File: src/rtl/simon_block_seq.sv
// simon_block_seq
//   Block-level sequencer in front of a SimonCore configured for Simon 64/128.
//   Owns the key-load handshake, accepts one 64-bit block {x,y} from the host,
//   steps the core one round at a time (core_r_single=1) for ROUNDS rounds and
//   returns the finished block {x,y} over a valid/ready port.
//
//   Optional feature macro: SIMON_SEQ_TIMEOUT_EN
//     defined   : 8-bit per-round watchdog in WAIT; on expiry sets sticky err,
//                 drops the block and returns to IDLE.
//     undefined : WAIT waits indefinitely, err tied to 0.
//
// Ports
//   clk, nrst            clock, synchronous active-low reset
//   key/key_load         128-bit key, load request (NOKEY/IDLE only)
//   key_ready            expanded key valid
//   blk_in*              host input block, encrypt/decrypt select, valid/ready
//   blk_out*             result block, valid/ready
//   busy                 key expansion or block in progress
//   err                  sticky round-timeout flag
//   core_*               SimonCore handshake, key and data signals
module simon_block_seq #(
    parameter int ROUNDS = 44,
    parameter int CNT_W  = 6
) (
    input  logic          clk,
    input  logic          nrst,
    input  logic [127:0]  key,
    input  logic          key_load,
    output logic          key_ready,
    input  logic [63:0]   blk_in,
    input  logic          blk_in_enc,
    input  logic          blk_in_valid,
    output logic          blk_in_ready,
    output logic [63:0]   blk_out,
    output logic          blk_out_valid,
    input  logic          blk_out_ready,
    output logic          busy,
    output logic          err,
    output logic [63:0]   core_key_l,
    output logic [63:0]   core_key_h,
    output logic          core_k_valid,
    input  logic          core_k_exp_done,
    output logic          core_s_mode,
    output logic [63:0]   core_data1_in,
    output logic [63:0]   core_data2_in,
    input  logic [63:0]   core_data1_out,
    input  logic [63:0]   core_data2_out,
    input  logic          core_d_in_ready,
    output logic          core_d_in_valid,
    input  logic          core_d_out_valid,
    output logic          core_d_enc_dec,
    output logic          core_r_single
);

    localparam logic SIMON_MODE_64_128 = 1'b0;

    localparam logic [2:0] NOKEY = 3'd0;
    localparam logic [2:0] KREQ  = 3'd1;
    localparam logic [2:0] KWAIT = 3'd2;
    localparam logic [2:0] IDLE  = 3'd3;
    localparam logic [2:0] ISSUE = 3'd4;
    localparam logic [2:0] WAIT  = 3'd5;
    localparam logic [2:0] DONE  = 3'd6;

    logic [2:0]       state_q, state_d;
    logic [127:0]     key_q, key_d;
    logic             key_ready_q, key_ready_d;
    logic [63:0]      data1_q, data1_d;
    logic [63:0]      data2_q, data2_d;
    logic             enc_q, enc_d;
    logic [CNT_W-1:0] cnt_q, cnt_d;
`ifdef SIMON_SEQ_TIMEOUT_EN
    logic [7:0]       wdog_q, wdog_d;
    logic             err_q, err_d;
`endif

    always_comb begin
        state_d     = state_q;
        key_d       = key_q;
        key_ready_d = key_ready_q;
        data1_d     = data1_q;
        data2_d     = data2_q;
        enc_d       = enc_q;
        cnt_d       = cnt_q;
`ifdef SIMON_SEQ_TIMEOUT_EN
        wdog_d      = wdog_q;
        err_d       = err_q;
`endif
        case (state_q)
            NOKEY: begin
                if (key_load) begin
                    key_d       = key;
                    key_ready_d = 1'b0;
                    state_d     = KREQ;
                end
            end
            KREQ: state_d = KWAIT;
            KWAIT: begin
                if (core_k_exp_done) begin
                    key_ready_d = 1'b1;
                    state_d     = IDLE;
                end
            end
            IDLE: begin
                // key_load has priority over a pending block
                if (key_load) begin
                    key_d       = key;
                    key_ready_d = 1'b0;
                    state_d     = KREQ;
                end else if (blk_in_valid) begin
                    data1_d = {32'b0, blk_in[31:0]};
                    data2_d = {32'b0, blk_in[63:32]};
                    enc_d   = blk_in_enc;
                    cnt_d   = CNT_W'(ROUNDS);
                    state_d = ISSUE;
                end
            end
            ISSUE: begin
                if (core_d_in_ready) begin
                    state_d = WAIT;
`ifdef SIMON_SEQ_TIMEOUT_EN
                    wdog_d  = 8'd0;
`endif
                end
            end
            WAIT: begin
                if (core_d_out_valid) begin
                    data1_d = core_data1_out;
                    data2_d = core_data2_out;
                    cnt_d   = cnt_q - CNT_W'(1);
                    state_d = (cnt_q == CNT_W'(1)) ? DONE : ISSUE;
                end
`ifdef SIMON_SEQ_TIMEOUT_EN
                else begin
                    wdog_d = wdog_q + 8'd1;
                    // counter is about to reach 255: give up on this block
                    if (wdog_q == 8'd254) begin
                        err_d   = 1'b1;
                        state_d = IDLE;
                    end
                end
`endif
            end
            DONE: begin
                if (blk_out_ready) state_d = IDLE;
            end
            default: state_d = NOKEY;
        endcase
    end

    always_ff @(posedge clk) begin
        if (!nrst) begin
            state_q     <= NOKEY;
            key_q       <= '0;
            key_ready_q <= 1'b0;
            data1_q     <= '0;
            data2_q     <= '0;
            enc_q       <= 1'b0;
            cnt_q       <= '0;
`ifdef SIMON_SEQ_TIMEOUT_EN
            wdog_q      <= '0;
            err_q       <= 1'b0;
`endif
        end else begin
            state_q     <= state_d;
            key_q       <= key_d;
            key_ready_q <= key_ready_d;
            data1_q     <= data1_d;
            data2_q     <= data2_d;
            enc_q       <= enc_d;
            cnt_q       <= cnt_d;
`ifdef SIMON_SEQ_TIMEOUT_EN
            wdog_q      <= wdog_d;
            err_q       <= err_d;
`endif
        end
    end

    assign key_ready       = key_ready_q;
    assign blk_in_ready    = (state_q == IDLE) && !key_load;
    assign blk_out         = {data2_q[31:0], data1_q[31:0]};
    assign blk_out_valid   = (state_q == DONE);
    assign busy            = !((state_q == NOKEY) || (state_q == IDLE) || (state_q == DONE));
`ifdef SIMON_SEQ_TIMEOUT_EN
    assign err             = err_q;
`else
    assign err             = 1'b0;
`endif
    assign core_key_l      = key_q[63:0];
    assign core_key_h      = key_q[127:64];
    assign core_k_valid    = (state_q == KREQ);
    assign core_s_mode     = SIMON_MODE_64_128;
    assign core_data1_in   = data1_q;
    assign core_data2_in   = data2_q;
    assign core_d_in_valid = (state_q == ISSUE);
    assign core_d_enc_dec  = enc_q;
    assign core_r_single   = 1'b1;

endmodule
File: config.mk
export PLATFORM = sky130hd
export DESIGN_NAME = simon_block_seq
export DESIGN_NICKNAME = d
export VERILOG_FILES = /design/src/rtl/simon_block_seq.sv
export SDC_FILE = /design/constraint.sdc
export NUM_CORES = 1
export LEC_CHECK = 0
export CORE_AREA = 10 10 247 249
export DETAILED_ROUTE_END_ITERATION = 12
export DIE_AREA = 0 0 257 259
export DONT_BUFFER_PORTS = 1
export HOLD_SLACK_MARGIN = 0.08
export MAX_ROUTING_LAYER = met4
export PLACE_DENSITY = 0.4
export SYNTH_ARGS = -nofsm -noshare
export SYNTH_HDL_FRONTEND = slang
export SYNTH_SLANG_ARGS = --single-unit
File: constraint.sdc
create_clock -name clk -period 1.6 [get_ports clk]
set_input_delay 0.16 -clock clk [delete_from_list [all_inputs] [get_ports clk]]
set_output_delay 0.16 -clock clk [all_outputs]
set_load 0.01 [all_outputs]
* Yosys cells after proc, flatten, opt, wreduce, memory -nomap -nowiden
Index checks and enable logic that the tools add are counted.
Cells by class: mux-type cells 24, reduce and logical (&&, ||, !) cells 14, bitwise gates (word level) 1, equal/unequal tests 16, $add $sub $neg 1
Operators with widths (count):
- two-way mux 64 bit | 6
- one-hot mux 64 bit (2 select lines) | 2
- two-way mux 3 bit | 7
- one-hot mux 3 bit (7 select lines) | 1
- two-way mux 6 bit | 3
- inequality test 2 bit, second input constant | 6
- one-hot mux 6 bit (2 select lines) | 1
- equality test 3 bit, second input constant | 3
- equality test 3 x 2 -> 1 bit, second input constant | 2
- equality test 6 x 1 -> 1 bit, second input constant | 1
- AND reduction 3 bit | 2
- AND reduction 6 bit | 1
- subtractor 6 x 1 -> 6 bit, second input constant | 1
- inequality test 2 x 1 -> 1 bit, second input constant | 2
- AND reduction 4 bit | 1
- nonzero test 2 bit | 2
- equality test 3 x 1 -> 1 bit, second input constant | 1
- logical NOT 3 bit | 1
- inequality test 3 bit, second input constant | 1
- logical NOT 1 bit | 2
- logical OR 1 bit | 2
- two-way mux 1 bit | 2
- two-way mux 2 bit | 1
- one-hot mux 1 bit (2 select lines) | 1
- other kinds (4) | 4
Word-level totals: logic and storage cells 63, flip-flop bits (word level) 267, output and inout bits 330

* Logic depth before layout (Yosys ltp)
word-level depth 4, depth in mapped cells 8, gate-level depth less buffers 5

* Worst setup path before layout
OpenSTA, ideal clock, no wires.
path type reg2reg, start register state_q[1], end register key_q[46], data required time 1.468 ns, path buffers 3, path slack -0.014 ns, cell stages (with the launch flop) 8, arrival time 1.482 ns, cells stage by stage dfxtp_1 buf_6 nor2b_2 or4b_4 buf_4 buf_6 nand2_1 a21oi_1
On the way: word-level cells in the longest chain between the ends 3, elaborated cells between the ends (all ways) 4
Ends and longest elaborated chain:
- start: declaration | line 65 | logic [2:0] state_q, state_d;
- start signal: assignment | line 165 | state_q <= state_d;
- equality test 3 x 2 -> 1 bit / logical NOT 3 bit (equally long branches) | line 89 | case (state_q)
- OR reduction 2 bit (no line) (*)
- AND reduction 2 bit (no line) (*)
- end signal: assignment | line 166 | key_q <= key_d;
- end: declaration | line 66 | logic [127:0] key_q, key_d;
Every way passes the cells marked *; elsewhere a longest branch is shown, timed or not. A chain may end at the register's enable or synchronous reset.

* Worst setup path after layout
start register state_q[1], end register key_q[4]
Same word-level chain as after synthesis.

==> out/qor.yml <==
die:
  core_area_um2: 56000
  boundaryPins: 659
  die_w_um: 257
  dieArea_um2: 66600
  start_util: 0.194
  dieHeight_um: 259
  rows: 87
clock_network:
  clk_pin_slew_ns: 0.07
  cts_buffer_depth: 3
  ctsHtreeMaxLevel: 1
  cts_made_buffers: 31
  cts-root-buf: "clkbuf_16"
  cts_tree: "done"
  clock_latency_ns: 0.60
  cts_sinks: 267
final_layout:
  drive_above_1_share: 0.200
  area_growth_syn_to_layout_pct: 58.6
  fillers: 5829
  fin_area_um2: 17200
  fin_util: 0.308
  layoutNonFillerInstCount: 2394
  finalNetCount: 1945
worst_hold_path:
  hold_class: "in -> reg"
critical_path:
  crit_required_ns: 2.06
  cp_max_fo: 25
  crit_arrival_ns: 2.26
  crit_path_end_kind: "flop"
  critical_path_class: "reg -> reg"
  critPathLaunchType: "flop"
yosys:
  yosys.cell_types.count: 44
  syn-instance-count: 1282
  dominantRegCellSynth: "dfxtp_1"
  syn_area_per_cell_um2: 8.48
  async_reset_ff_frac: 0
  synthesis.area_um2: 10900
  ys_ff_latch: 267
  synth_edf_count: 0
  synth.yosys.warnings: 0
  seq_area_frac_synth: 0.492
timing:
  slew_violations: 0
  setup_viol_count_final: 262
  fin_crit_sh: 1.12
  tns_ns: -29.51
  min_period_ns: 1.79
  rsz0062_at_grt: "true"
  hold_violations: 0
  fin_ws_ns: -0.192
  skew_ns: 0.0134
  fmax_mhz: 558
  hold_ws_ns: 0.137
global_route:
  grt_max_degree: 65
  antenna_found_initial: 1
  grt_remaining_overflow: 0
  track_usage: 0.135
  grt_pass1_wl_um: 69100
  grt_pass1_vias: 10700
route:
  dr_total_vias: 10500
  wl_per_cell_um: 20.5
  vias_per_cell: 4.38
  ant_nets: 0
  drc_errors: 0
  drt_iter0_markers: 760
  firstDrtPassIters: 5
  drt_wl_total_um: 49000
power_and_ir_drop:
  p_switching_mw: 5.28
  seqPwrFrac: 0.420
  p_int_mw: 13.2
  swShare: 0.286
  pwr-share-comb: 0.178
  p_leak_nw: 6.38
  finalPower_mw: 18.4
  ir_drop_v: 0.000876
  power_frac_clock: 0.402
  cellPowerDensity_nw_per_um2: 1070
flow_run:
  drv_cap: 0
outcome:
  violations: "setup timing"
  outcome: "finished, violations left"
placed_design:
  pre_cts_slack_ns: -0.230
  placedCellCount: 1971
  place_area_um2: 11800
  gp_congestion: 0.875
  dp_hpwl_um: 33400
  io_buffers: 0
layout by cell type, fill, tap and decap left out, types with 3 or more instances in the layout:
master / netlist / routed
clkbuf_16: 0 / 44
a21oi_1: 134 / 116
nor2_4: 0 / 9
buf_6: 20 / 22
o21ai_0: 4 / 3
a21oi_2: 0 / 18
nand2_1: 390 / 365
clkbuf_1: 42 / 4
nor2_2: 4 / 17
buf_8: 0 / 10
clkinvlp_4: 0 / 3
inv_1: 8 / 6
buf_12: 0 / 22
a311oi_1: 20 / 19
dlygate4sd3_1: 0 / 328
nor3_2: 0 / 3
dfxtp_4: 0 / 3
nand2_2: 0 / 24
a22oi_1: 64 / 63
clkbuf_8: 0 / 7
bufinv_16: 0 / 3
buf_16: 0 / 8
dfxtp_1: 267 / 264
a311oi_2: 44 / 45
conb_1: 2 / 3
buf_4: 83 / 67
nor2_1: 130 / 108
clkinv_2: 0 / 4
final cells by class:
cell class	instances	area, um2	share of cell area
clock buffer	42	887	0.0514
antenna	2	5.00	0.000290
timing repair buffer	470	5170	0.300
sequential	267	5360	0.311
tap	756	946	0.0549
clock inverter	13	173	0.0100
multi-input combinational	836	4670	0.271
inverter	8	37.5	0.00218
sequential cells by signal (all words and copies together) (netlist names):
name            cells
core_data2_in      64
key_q             128
key_ready           1
core_data1_in      64
cnt_q               6
state_q             3
core_d_enc_dec      1
Yosys cell counts (4+ instances only):
master,n,area share
nor2_2,4,0.0023
a22oi_1,64,0.044
o21ai_0,4,0.0018
inv_1,8,0.0028
buf_6,20,0.021
a311oi_2,44,0.061
nor3_1,6,0.0028
buf_4,83,0.057
buf_2,27,0.012
clkbuf_1,42,0.014
nand2_1,390,0.13
a311oi_1,20,0.016
nor2_1,130,0.045
dfxtp_1,267,0.49
a21oi_1,134,0.062
power by group through the flow:
stage / clock [mW] / combinational [mW] / sequential [mW]
floorplan: 0 / 1.56 / 7.64
global placement: 0 / 2.05 / 7.89
detailed placement: 0 / 2.08 / 7.89
CTS: 7.63 / 2.93 / 7.75
global route: 7.85 / 3.58 / 7.80
finish: 7.41 / 3.29 / 7.74
worst paths after layout:
check / startpoint / to / slack (ns) / cells past startpoint
worst max-delay path: state_q[1] / key_q[4] / -0.19 / 7
worst min-delay path: key_load / state_q[1] / 0.14 / 4
worst max register to register: state_q[1] / key_q[4] / -0.19 / 7
worst min register to register: core_data2_in[8] / core_data2_in[8] / 0.49 / 2
critical path: stages, from the launching register on:
cell     delay, ns
dfxtp_4       0.37
nor2b_4       0.13
buf_4         0.13
or4b_4        0.50
buf_12        0.18
buf_12        0.17
nand2_1       0.08
a21oi_1       0.06
logic make-up after synthesis:
| kind of cell | share of synthesized area |
|---|---|
| AOI/OAI and AO/OA | 0.197 |
| xor gates and xnor gates | 0.00161 |
| and+or+nand+nor | 0.198 |
| muxes | 0.00196 |
| adders and majority gates | 0.00230 |
| DFF | 0.492 |
| buffers and inverters | 0.108 |
| other | 0.000691 |
layer usage:
metal	wire length [um]	share of wire	GRT usage	vias up
met1	18900	0.39	0.148	5035
met3	3190	0.065	0.0328	77
met4	1510	0.031	0.0434	0
met2	25400	0.52	0.237	464
met5	0	0	-	-
li1	-	-	-	4909
what timing repair did:
item / in CTS / in global routing
endpoints found under the hold margin: 267 / 0
hold buffers: 328 / 0
buffers inserted: 8 / 14
resized for setup: 66 / 79
pin swaps: 18 / 50
cloned: 5 / 13
setup endpoints to repair: 263 / 267
No activity file was read; power rests on OpenSTA's default activity.
